## src/rtl/conv_pkg.sv

```systemverilog
// Shared definitions for the convolution datapath: sizing helpers and the
// state encoding used by the output feature-map writer.
package conv_pkg;

    typedef enum logic [1:0] {
        ST_IDLE    = 2'd0,
        ST_COLLECT = 2'd1,
        ST_DONE    = 2'd2
    } state_t;

    function automatic int clog2(input int value);
        int r;
        int v;
        r = 0;
        v = value - 1;
        while (v > 0) begin
            r++;
            v = v >> 1;
        end
        return r;
    endfunction

    function automatic int max_int(input int a, input int b);
        return (a > b) ? a : b;
    endfunction

    function automatic int out_size(input int fm, input int k, input int p, input int s);
        return ((fm - k + 2 * p) / s) + 1;
    endfunction

endpackage

```

## src/rtl/maxpool_2x2_line.sv

```systemverilog
// 2x2 stride-2 signed max pooling over a raster stream: a hold register for
// the left beat of each pair and a line buffer of pair maxima from the even row.
module maxpool_2x2_line
    import conv_pkg::*;
#(
    parameter int DATA_WIDTH = 48,
    parameter int LB_DEPTH   = 2,
    parameter int IDX_W      = 1
) (
    input  logic                         i_clk,
    input  logic                         i_valid,
    input  logic signed [DATA_WIDTH-1:0] i_data,
    input  logic                         i_row_odd,
    input  logic                         i_col_odd,
    input  logic [IDX_W-1:0]             i_idx,
    output logic                         o_valid,
    output logic signed [DATA_WIDTH-1:0] o_data
);

    logic signed [DATA_WIDTH-1:0] h_q;
    logic signed [DATA_WIDTH-1:0] lb_q [LB_DEPTH];
    logic signed [DATA_WIDTH-1:0] pair_max;
    logic signed [DATA_WIDTH-1:0] lb_rd;

    always_comb begin
        lb_rd    = lb_q[i_idx];
        pair_max = (h_q > i_data) ? h_q : i_data;
        o_valid  = i_valid && i_row_odd && i_col_odd;
        o_data   = (lb_rd > pair_max) ? lb_rd : pair_max;
    end

    // NOTE: the line buffer and hold register carry no reset; every entry is
    // written before it is read, and an unreset array maps onto plain RAM.
    always_ff @(posedge i_clk) begin
        if (i_valid && !i_col_odd) begin
            h_q <= i_data;
        end
        if (i_valid && i_col_odd && !i_row_odd) begin
            lb_q[i_idx] <= pair_max;
        end
    end

endmodule

```

## src/rtl/ofm_writer.sv

```systemverilog
// Output feature-map writer: turns the raster result stream into addressed
// BRAM writes, with optional 2x2 max pooling, and reports done/overflow.
module ofm_writer
    import conv_pkg::*;
#(
    parameter int FM_SIZE     = 252,
    parameter int KERNEL_SIZE = 3,
    parameter int PADDING     = 0,
    parameter int STRIDE      = 1,
    parameter int MAXPOOL     = 0,
    parameter int DATA_WIDTH  = 48,
    localparam int OUT_SIZE   = out_size(FM_SIZE, KERNEL_SIZE, PADDING, STRIDE),
    localparam int WR_SIZE    = (MAXPOOL != 0) ? OUT_SIZE / 2 : OUT_SIZE,
    localparam int ADDR_WIDTH = max_int(1, clog2(WR_SIZE * WR_SIZE))
) (
    input  logic                         i_clk,
    input  logic                         i_rst,
    input  logic                         i_start,
    input  logic                         i_en,
    input  logic signed [DATA_WIDTH-1:0] i_data,
    output logic                         o_wr_en,
    output logic [ADDR_WIDTH-1:0]        o_wr_addr,
    output logic signed [DATA_WIDTH-1:0] o_wr_data,
    output logic                         o_busy,
    output logic                         o_done,
    output logic                         o_overflow
);

    localparam int              CNT_W = max_int(1, clog2(OUT_SIZE));
    localparam logic [CNT_W-1:0] LAST = CNT_W'(OUT_SIZE - 1);

    state_t                       state_q, state_d;
    logic [CNT_W-1:0]             row_q, col_q;
    logic [ADDR_WIDTH-1:0]        addr_q;
    logic                         accept, stray, last_beat;
    logic                         wr_fire;
    logic signed [DATA_WIDTH-1:0] wr_value;

    // A start pulse wins over a coincident beat: it is neither stored nor flagged.
    assign accept    = (state_q == ST_COLLECT) && i_en && !i_start;
    assign stray     = (state_q != ST_COLLECT) && i_en && !i_start;
    assign last_beat = accept && (row_q == LAST) && (col_q == LAST);

    // NOTE: next-state is assigned its hold value first so no path leaves it
    // unassigned, which would otherwise infer a latch.
    always_comb begin
        state_d = state_q;
        case (state_q)
            ST_IDLE:    if (i_start) state_d = ST_COLLECT;
            ST_COLLECT: if (i_start) state_d = ST_COLLECT;
                        else if (last_beat) state_d = ST_DONE;
            ST_DONE:    if (i_start) state_d = ST_COLLECT;
            default:    state_d = ST_IDLE;
        endcase
    end

    // NOTE: registers use non-blocking assignments so every flop samples the
    // pre-edge values regardless of statement order.
    always_ff @(posedge i_clk) begin
        if (i_rst) state_q <= ST_IDLE;
        else       state_q <= state_d;
    end

    always_ff @(posedge i_clk) begin
        if (i_rst || i_start) begin
            row_q <= '0;
            col_q <= '0;
        end else if (accept) begin
            if (col_q == LAST) begin
                col_q <= '0;
                row_q <= (row_q == LAST) ? '0 : row_q + 1'b1;
            end else begin
                col_q <= col_q + 1'b1;
            end
        end
    end

    generate
        if (MAXPOOL != 0) begin : g_pool
            localparam int               LB_DEPTH  = max_int(1, OUT_SIZE / 2);
            localparam int               IDX_W     = max_int(1, clog2(LB_DEPTH));
            localparam logic [CNT_W-1:0] POOL_LAST = CNT_W'(2 * WR_SIZE - 1);

            // With an odd side the trailing row and column fall outside every window.
            logic             in_window;
            logic [IDX_W-1:0] idx;
            assign in_window = accept && (row_q <= POOL_LAST) && (col_q <= POOL_LAST);
            assign idx       = IDX_W'(col_q >> 1);

            maxpool_2x2_line #(
                .DATA_WIDTH(DATA_WIDTH),
                .LB_DEPTH  (LB_DEPTH),
                .IDX_W     (IDX_W)
            ) u_pool (
                .i_clk    (i_clk),
                .i_valid  (in_window),
                .i_data   (i_data),
                .i_row_odd(row_q[0]),
                .i_col_odd(col_q[0]),
                .i_idx    (idx),
                .o_valid  (wr_fire),
                .o_data   (wr_value)
            );
        end else begin : g_pass
            assign wr_fire  = accept;
            assign wr_value = i_data;
        end
    endgenerate

    always_ff @(posedge i_clk) begin
        if (i_rst) begin
            o_wr_en    <= 1'b0;
            o_wr_addr  <= '0;
            o_wr_data  <= '0;
            o_overflow <= 1'b0;
            addr_q     <= '0;
        end else begin
            o_wr_en <= wr_fire;
            if (wr_fire) begin
                o_wr_addr <= addr_q;
                o_wr_data <= wr_value;
            end
            if (i_start)      addr_q <= '0;
            else if (wr_fire) addr_q <= addr_q + 1'b1;
            if (i_start)      o_overflow <= 1'b0;
            else if (stray)   o_overflow <= 1'b1;
        end
    end

    assign o_busy = (state_q == ST_COLLECT);
    assign o_done = (state_q == ST_DONE);

endmodule

```

## config.mk

```make
export PLATFORM = sky130hd
export DESIGN_NAME = ofm_writer
export DESIGN_NICKNAME = d
export VERILOG_FILES = /design/src/rtl/conv_pkg.sv /design/src/rtl/maxpool_2x2_line.sv /design/src/rtl/ofm_writer.sv
export SDC_FILE = /design/constraint.sdc
export NUM_CORES = 1
export LEC_CHECK = 0
export CAP_MARGIN = 20
export CORE_ASPECT_RATIO = 1.1
export CORE_UTILIZATION = 30
export CTS_CLUSTER_SIZE = 12
export DETAILED_ROUTE_END_ITERATION = 6
export PLACE_DENSITY_LB_ADDON = 0.15
export RECOVER_POWER = 25
export REMOVE_ABC_BUFFERS = 1
export SLEW_MARGIN = 20
export SYNTH_ARGS = -nofsm -noshare
export SYNTH_HDL_FRONTEND = slang
export SYNTH_SLANG_ARGS = --single-unit
```

## constraint.sdc

```tcl
create_clock -name i_clk -period 3.6 [get_ports i_clk]
set_input_delay 0.72 -clock i_clk [delete_from_list [all_inputs] [get_ports i_clk]]
set_output_delay 0.72 -clock i_clk [all_outputs]
set_load 0.01 [all_outputs]
```

# Word level (Yosys, flattened, before mapping)
# Index checks and enable logic that the tools add are counted.
[totals]
regBits = 100
inputBits = 52
out_inout_bits = 68
word_cells = 37
[op_classes]
add_sub_neg = 3
n_eq_ne = 7
mux = 6
reduce_logical = 13
[op_table]
columns = ["cell", "count"]
rows = [
  ["$add A16 B1 Y16 const B", 1],
  ["$add A8 B1 Y8 const B", 2],
  ["$eq A8 B8 Y1 const B", 2],
  ["$mux W8", 2],
  ["$logic_and A1 B1 Y1", 6],
  ["$mux W2", 3],
  ["$ne A2 B1 Y1 const B", 2],
  ["$pmux W2 S2", 1],
  ["$reduce_and A2 Y1", 2],
  ["$reduce_or A2 Y1", 2],
  ["$ne A3 B2 Y1 const B", 1],
  ["$eq A2 B1 Y1 const B", 1],
  ["$eq A2 B2 Y1 const B", 1],
  ["$logic_not A2 Y1", 1],
  ["$logic_not A1 Y1", 1],
  ["$logic_or A1 B1 Y1", 1],
]

# Depth between registers and ports, before layout
[depth]
ltp_word = 8
ltp_mapped = 7

# Least setup slack after synthesis
# Ideal clock, no wire load.
[synth_timing]
kind = "input port to flip-flop"
startpoint = "input port i_start"
endpoint = "register row_q[6]"
setup_time_ps = 71
arrival_ps = 1993
t_required_ps = 3529
setup_slack_ps = 1536
stages = 4
n_path_buf = 0
cell_sequence = "nand4bb_4 > or4_4 > or4_1 > a21oi_1"
[synth_via]
elab_chain_cells = 3
elab_cells_between_ends = 4
[synth_rtl]
columns = ["item", "line", "text"]
rows = [
  ["from (decl)", "ofm_writer.sv:18", "input logic i_start,"],
  ["$logic_not A1 Y1", "ofm_writer.sv:40", "assign accept = (state_q == ST_COLLECT) && i_en && !i_start;"],
  ["$logic_and A1 B1 Y1", "ofm_writer.sv:40", ""],
  ["$reduce_and A2 Y1 (no source line)", "n/a", ""],
  ["to (signal assigned)", "ofm_writer.sv:71", "row_q <= (row_q == LAST) ? '0 : row_q + 1'b1;"],
  ["to (decl)", "ofm_writer.sv:33", "logic [CNT_W-1:0] row_q, col_q;"],
]
# Parallel ways exist; a longest one is shown, timed or not.
# A chain may end at the register's enable or synchronous reset.

# Worst setup path in the final report
[layout_timing]
startpoint = "input port i_start"
endpoint = "register addr_q[15]"
[layout_via]
elab_chain_cells = 2
elab_cells_between_ends = 3
[layout_rtl]
columns = ["item", "line", "text"]
rows = [
  ["$logic_not A1 Y1", "ofm_writer.sv:40", ""],
  ["$logic_and A1 B1 Y1", "ofm_writer.sv:40", ""],
  ["to (signal assigned)", "ofm_writer.sv:124", "else if (wr_fire) addr_q <= addr_q + 1'b1;"],
  ["to (decl)", "ofm_writer.sv:34", "logic [ADDR_WIDTH-1:0] addr_q;"],
]
# Parallel ways exist; a longest one is shown, timed or not.

==> out/summary.txt <==
GRT
--------------------------------------------------------------------------------------------------
Routing usage on met3                                                                       3.935%
Met1 track demand over resource in global routing                                           17.52%
Maximum number of pins on one net before global-route repair                                    76
Via count of the first global-routing pass                                                    3197
Antenna violations before repair                                                                 0
GR Util All Layers                                                                          14.94%
Global-route wire length before repair                                                    15.26 mm
Met2 routing resource usage after global routing                                            25.67%
Busiest metal layer after global routing                                                      met2
Total global routing overflow                                                                    0

ROUTE
--------------------------------------------------------------------------------------------------
Residual DRC                                                                                     0
Number of nets with antenna violations after detailed routing                                    0
Drt via density                                                                              4.635
Number of DRC markers after the initial detailed-route iteration                               168
Count of vias placed by the detailed router                                                   3379
Number of iterations in the first detailed-routing pass                                          4
Total Routed Length                                                                       9.766 mm
Average wire per cell in the routed design                                            13.40 microns

CLOCK TREE
--------------------------------------------------------------------------------------------------
H-tree Lvls                                                                                      3
Inserted Clock Buffers                                                                           9
Clock Latency Late Sink                                                                    0.34 ns
Root buffer cell                                                                      sky130_fd_sc_hd__clkbuf_16
Clock transition time at the flip-flop clock pins of the worst setup and hold paths        0.07 ns
Post-cts hold buffer count                                                                       0
Clock tree sinks                                                                               100
Gates resized, CTS repair                                                                        0
Clock tree from TritonCTS                                                                    built
Post-CTS setup buffer count                                                                      0
Maximum clock path buffer count                                                                  2

PWR
--------------------------------------------------------------------------------------------------
Static Leak                                                                               1.942 nW
Pwr dens                                                                              440.3 nW/um^2
Maximum resistive drop on vdd                                                            0.1912 mV

CRITICAL PATH
--------------------------------------------------------------------------------------------------
Required time at the endpoint of the critical path                                         3.87 ns
Signal arrival time at the worst endpoint                                                  2.88 ns
Max FO, Critical Path                                                                            8
Crit. End Element                                                                             flop
Class of the most critical setup path                                                       in2reg
Critical path launch point type                                                          input pin

STA
--------------------------------------------------------------------------------------------------
Rel. slew slack                                                                             55.12%
Period utilization                                                                          72.43%
Final min period                                                                          2.607 ns
Max-slew violation count                                                                         0
Maximum operating frequency                                                              383.5 MHz
Worst slack on hold paths                                                                0.4500 ns
Final setup fails                                                                                0
RSZ-0062 raised after global routing                                                         false
Worst clock skew                                                                       0.007472 ns
Worst-Margin Slew                                                                        0.6733 ns
Worst Slack Setup Final                                                                  0.9927 ns
Setup TNS                                                                                     0 ns
Final hold vios                                                                                  0

CELLS AND AREA
--------------------------------------------------------------------------------------------------
Fillers                                                                                       1232
Layout overhead on the synthesized area                                                     44.06%
Antenna diode instance count                                                                     0
Area of all placed cells without fillers                                                5510 sq um
Layout cell share with drive strength beyond 1                                              5.043%
Final layout net count                                                                         627
Final Util                                                                                  45.00%

YOSYS
--------------------------------------------------------------------------------------------------
Number of synthesized flops with an enable pin                                                   0
Share of the synthesized area in the top cell type                                          52.34%
Total of flip-flops plus latches after synthesis                                               100
Synth Area per Inst                                                                    8.279 sq um
Share of flip-flops with an asynchronous set or reset                                           0%
Unique cell type count in the Yosys netlist                                                     37
Post-Syn Instances                                                                             462
Number of warnings reported in the yosys synthesis log                                           0
Mapped Area                                                                             3825 sq um
Most common flop cell mapped by yosys                                                 sky130_fd_sc_hd__dfxtp_1
Synth area leaders                                                                    sky130_fd_sc_hd__dfxtp_1 52%, sky130_fd_sc_hd__nand2_1 14%, sky130_fd_sc_hd__a21oi_1 9.7%
Leading area contributor after synthesis                                              sky130_fd_sc_hd__dfxtp_1
Proportion of synthesized chip area in sequential cells                                     52.34%

OUTCOME
--------------------------------------------------------------------------------------------------
Outcome                                                                               finished clean

DIE
--------------------------------------------------------------------------------------------------
Core ar.                                                                               12240 sq um
Total I/O pin count                                                                            120
Die Span Y                                                                            120.4 microns
Die area                                                                               13210 sq um
Initial core utilization                                                                    31.24%
Width of the die                                                                      109.7 microns
Std cell rows                                                                                   42

WORST HOLD PATH
--------------------------------------------------------------------------------------------------
HP Class                                                                                   reg2reg

PLACE
--------------------------------------------------------------------------------------------------
Placed wire-length estimate after detailed placement                                      6.542 mm
Weighted congestion at the end of routability-driven global placement                       0.7435
Port buffer count                                                                              119
Worst setup slack after placement                                                        0.6764 ns
Area after DPL                                                                          5162 sq um

RUN
--------------------------------------------------------------------------------------------------
Max capacitance violation total                                                                  0

[metal layers]
layer	routed length, microns	share of wire (%)	vias to the layer above
li1	-	-	1756
met1	4430	45	1521
met2	4471	46	92
met3	734	7.5	10
met4	129	1.3	0
met5	0	0	-
[area by class of cell]
type | count | area (sq um) | area share (%)
clock buffer | 10 | 239.0 | 4.337
clock inverter | 6 | 108.9 | 1.975
inverter | 5 | 18.77 | 0.3406
multi-input combinational | 330 | 1713 | 31.09
sequential | 100 | 2002 | 36.33
tap | 154 | 192.7 | 3.497
timing repair buffer | 124 | 1236 | 22.43
[where the power goes]
group | switching, W | internal, W | leakage [nW]
combinational | 0.0000823 | 0.0000960 | 0.961
sequential | 0.0000108 | 0.00113 | 0.809
clock | 0.000413 | 0.000698 | 0.173
[state kept, by name, summed over array words and instances, names as in the netlist]
| name | cells |
|---|---|
| o_wr_addr | 16 |
| o_wr_en | 1 |
| o_overflow | 1 |
| addr_q | 16 |
| state_q | 2 |
| col_q | 8 |
| o_wr_data | 48 |
| row_q | 8 |
[cell usage in the layout, fill, tap and decap left out, types with 6 or more instances in the layout]
cell type	netlist	final
sky130_fd_sc_hd__dfxtp_1	100	100
sky130_fd_sc_hd__nand2_1	138	138
sky130_fd_sc_hd__a21oi_1	74	74
sky130_fd_sc_hd__nand3_1	11	11
sky130_fd_sc_hd__clkbuf_16	0	9
sky130_fd_sc_hd__dlygate4sd3_1	0	41
sky130_fd_sc_hd__clkdlybuf4s50_1	0	77
sky130_fd_sc_hd__xnor2_1	11	11
sky130_fd_sc_hd__nand4_1	8	8
sky130_fd_sc_hd__nor2_1	26	26
sky130_fd_sc_hd__or4_1	6	6
sky130_fd_sc_hd__xor2_1	9	9
[cell families after synthesis]
logic type,synth area share [%]
AND/OR/NAND/NOR,25.74
flip-flops,52.34
AO/OA/AOI/OAI,12.17
buffers and inverters,3.271
XOR/XNOR,4.580
adder cells (fa/ha/maj),1.636
multiplexers,0.2617
[cell usage after synthesis (2+ instances only)]
library cell               count
sky130_fd_sc_hd__o31ai_1       5
sky130_fd_sc_hd__buf_1         8
sky130_fd_sc_hd__nor4_1        3
sky130_fd_sc_hd__dfxtp_1     100
sky130_fd_sc_hd__nand3_1      11
sky130_fd_sc_hd__nor3b_1       2
sky130_fd_sc_hd__xnor2_1      11
sky130_fd_sc_hd__o21ai_0       3
sky130_fd_sc_hd__and2_1        2
sky130_fd_sc_hd__clkbuf_1     15
sky130_fd_sc_hd__nand4_1       8
sky130_fd_sc_hd__a21oi_1      74
sky130_fd_sc_hd__or4_1         6
sky130_fd_sc_hd__nor2b_1       4
sky130_fd_sc_hd__or4_4         2
sky130_fd_sc_hd__or3_1         2
sky130_fd_sc_hd__nor2_1       26
sky130_fd_sc_hd__buf_2         4
sky130_fd_sc_hd__o21a_1        2
sky130_fd_sc_hd__nand2_1     138
sky130_fd_sc_hd__inv_1         5
sky130_fd_sc_hd__a211oi_1      2
sky130_fd_sc_hd__ha_1          5
sky130_fd_sc_hd__nor3_1        3
sky130_fd_sc_hd__xor2_1        9
[worst paths after layout]
path                start            to  slack (ns)  depth (start not counted)
max               i_start    addr_q[15]        0.99                          5
min          o_wr_data[7]  o_wr_data[7]        0.45                          2
max reg2reg    state_q[0]    addr_q[15]        1.59                          4
min reg2reg  o_wr_data[7]  o_wr_data[7]        0.45                          2
[stage by stage]
stage          total power (W)  instances
2_1_floorplan         0.001221        435
3_3_place_gp          0.001346        713
3_5_place_dp          0.001347        713
4_1_cts               0.002470        729
5_1_grt               0.002511        729
6_report              0.002426        729
[critical path, stage by stage]
cell and delay, ns:
sky130_fd_sc_hd__dlygate4sd3_1 0.63, sky130_fd_sc_hd__nor4bb_4 0.50, sky130_fd_sc_hd__nand3_1 0.33, sky130_fd_sc_hd__or4_1 0.53, sky130_fd_sc_hd__a21oi_1 0.15
Note: power is estimated with default switching activity, not from simulation.
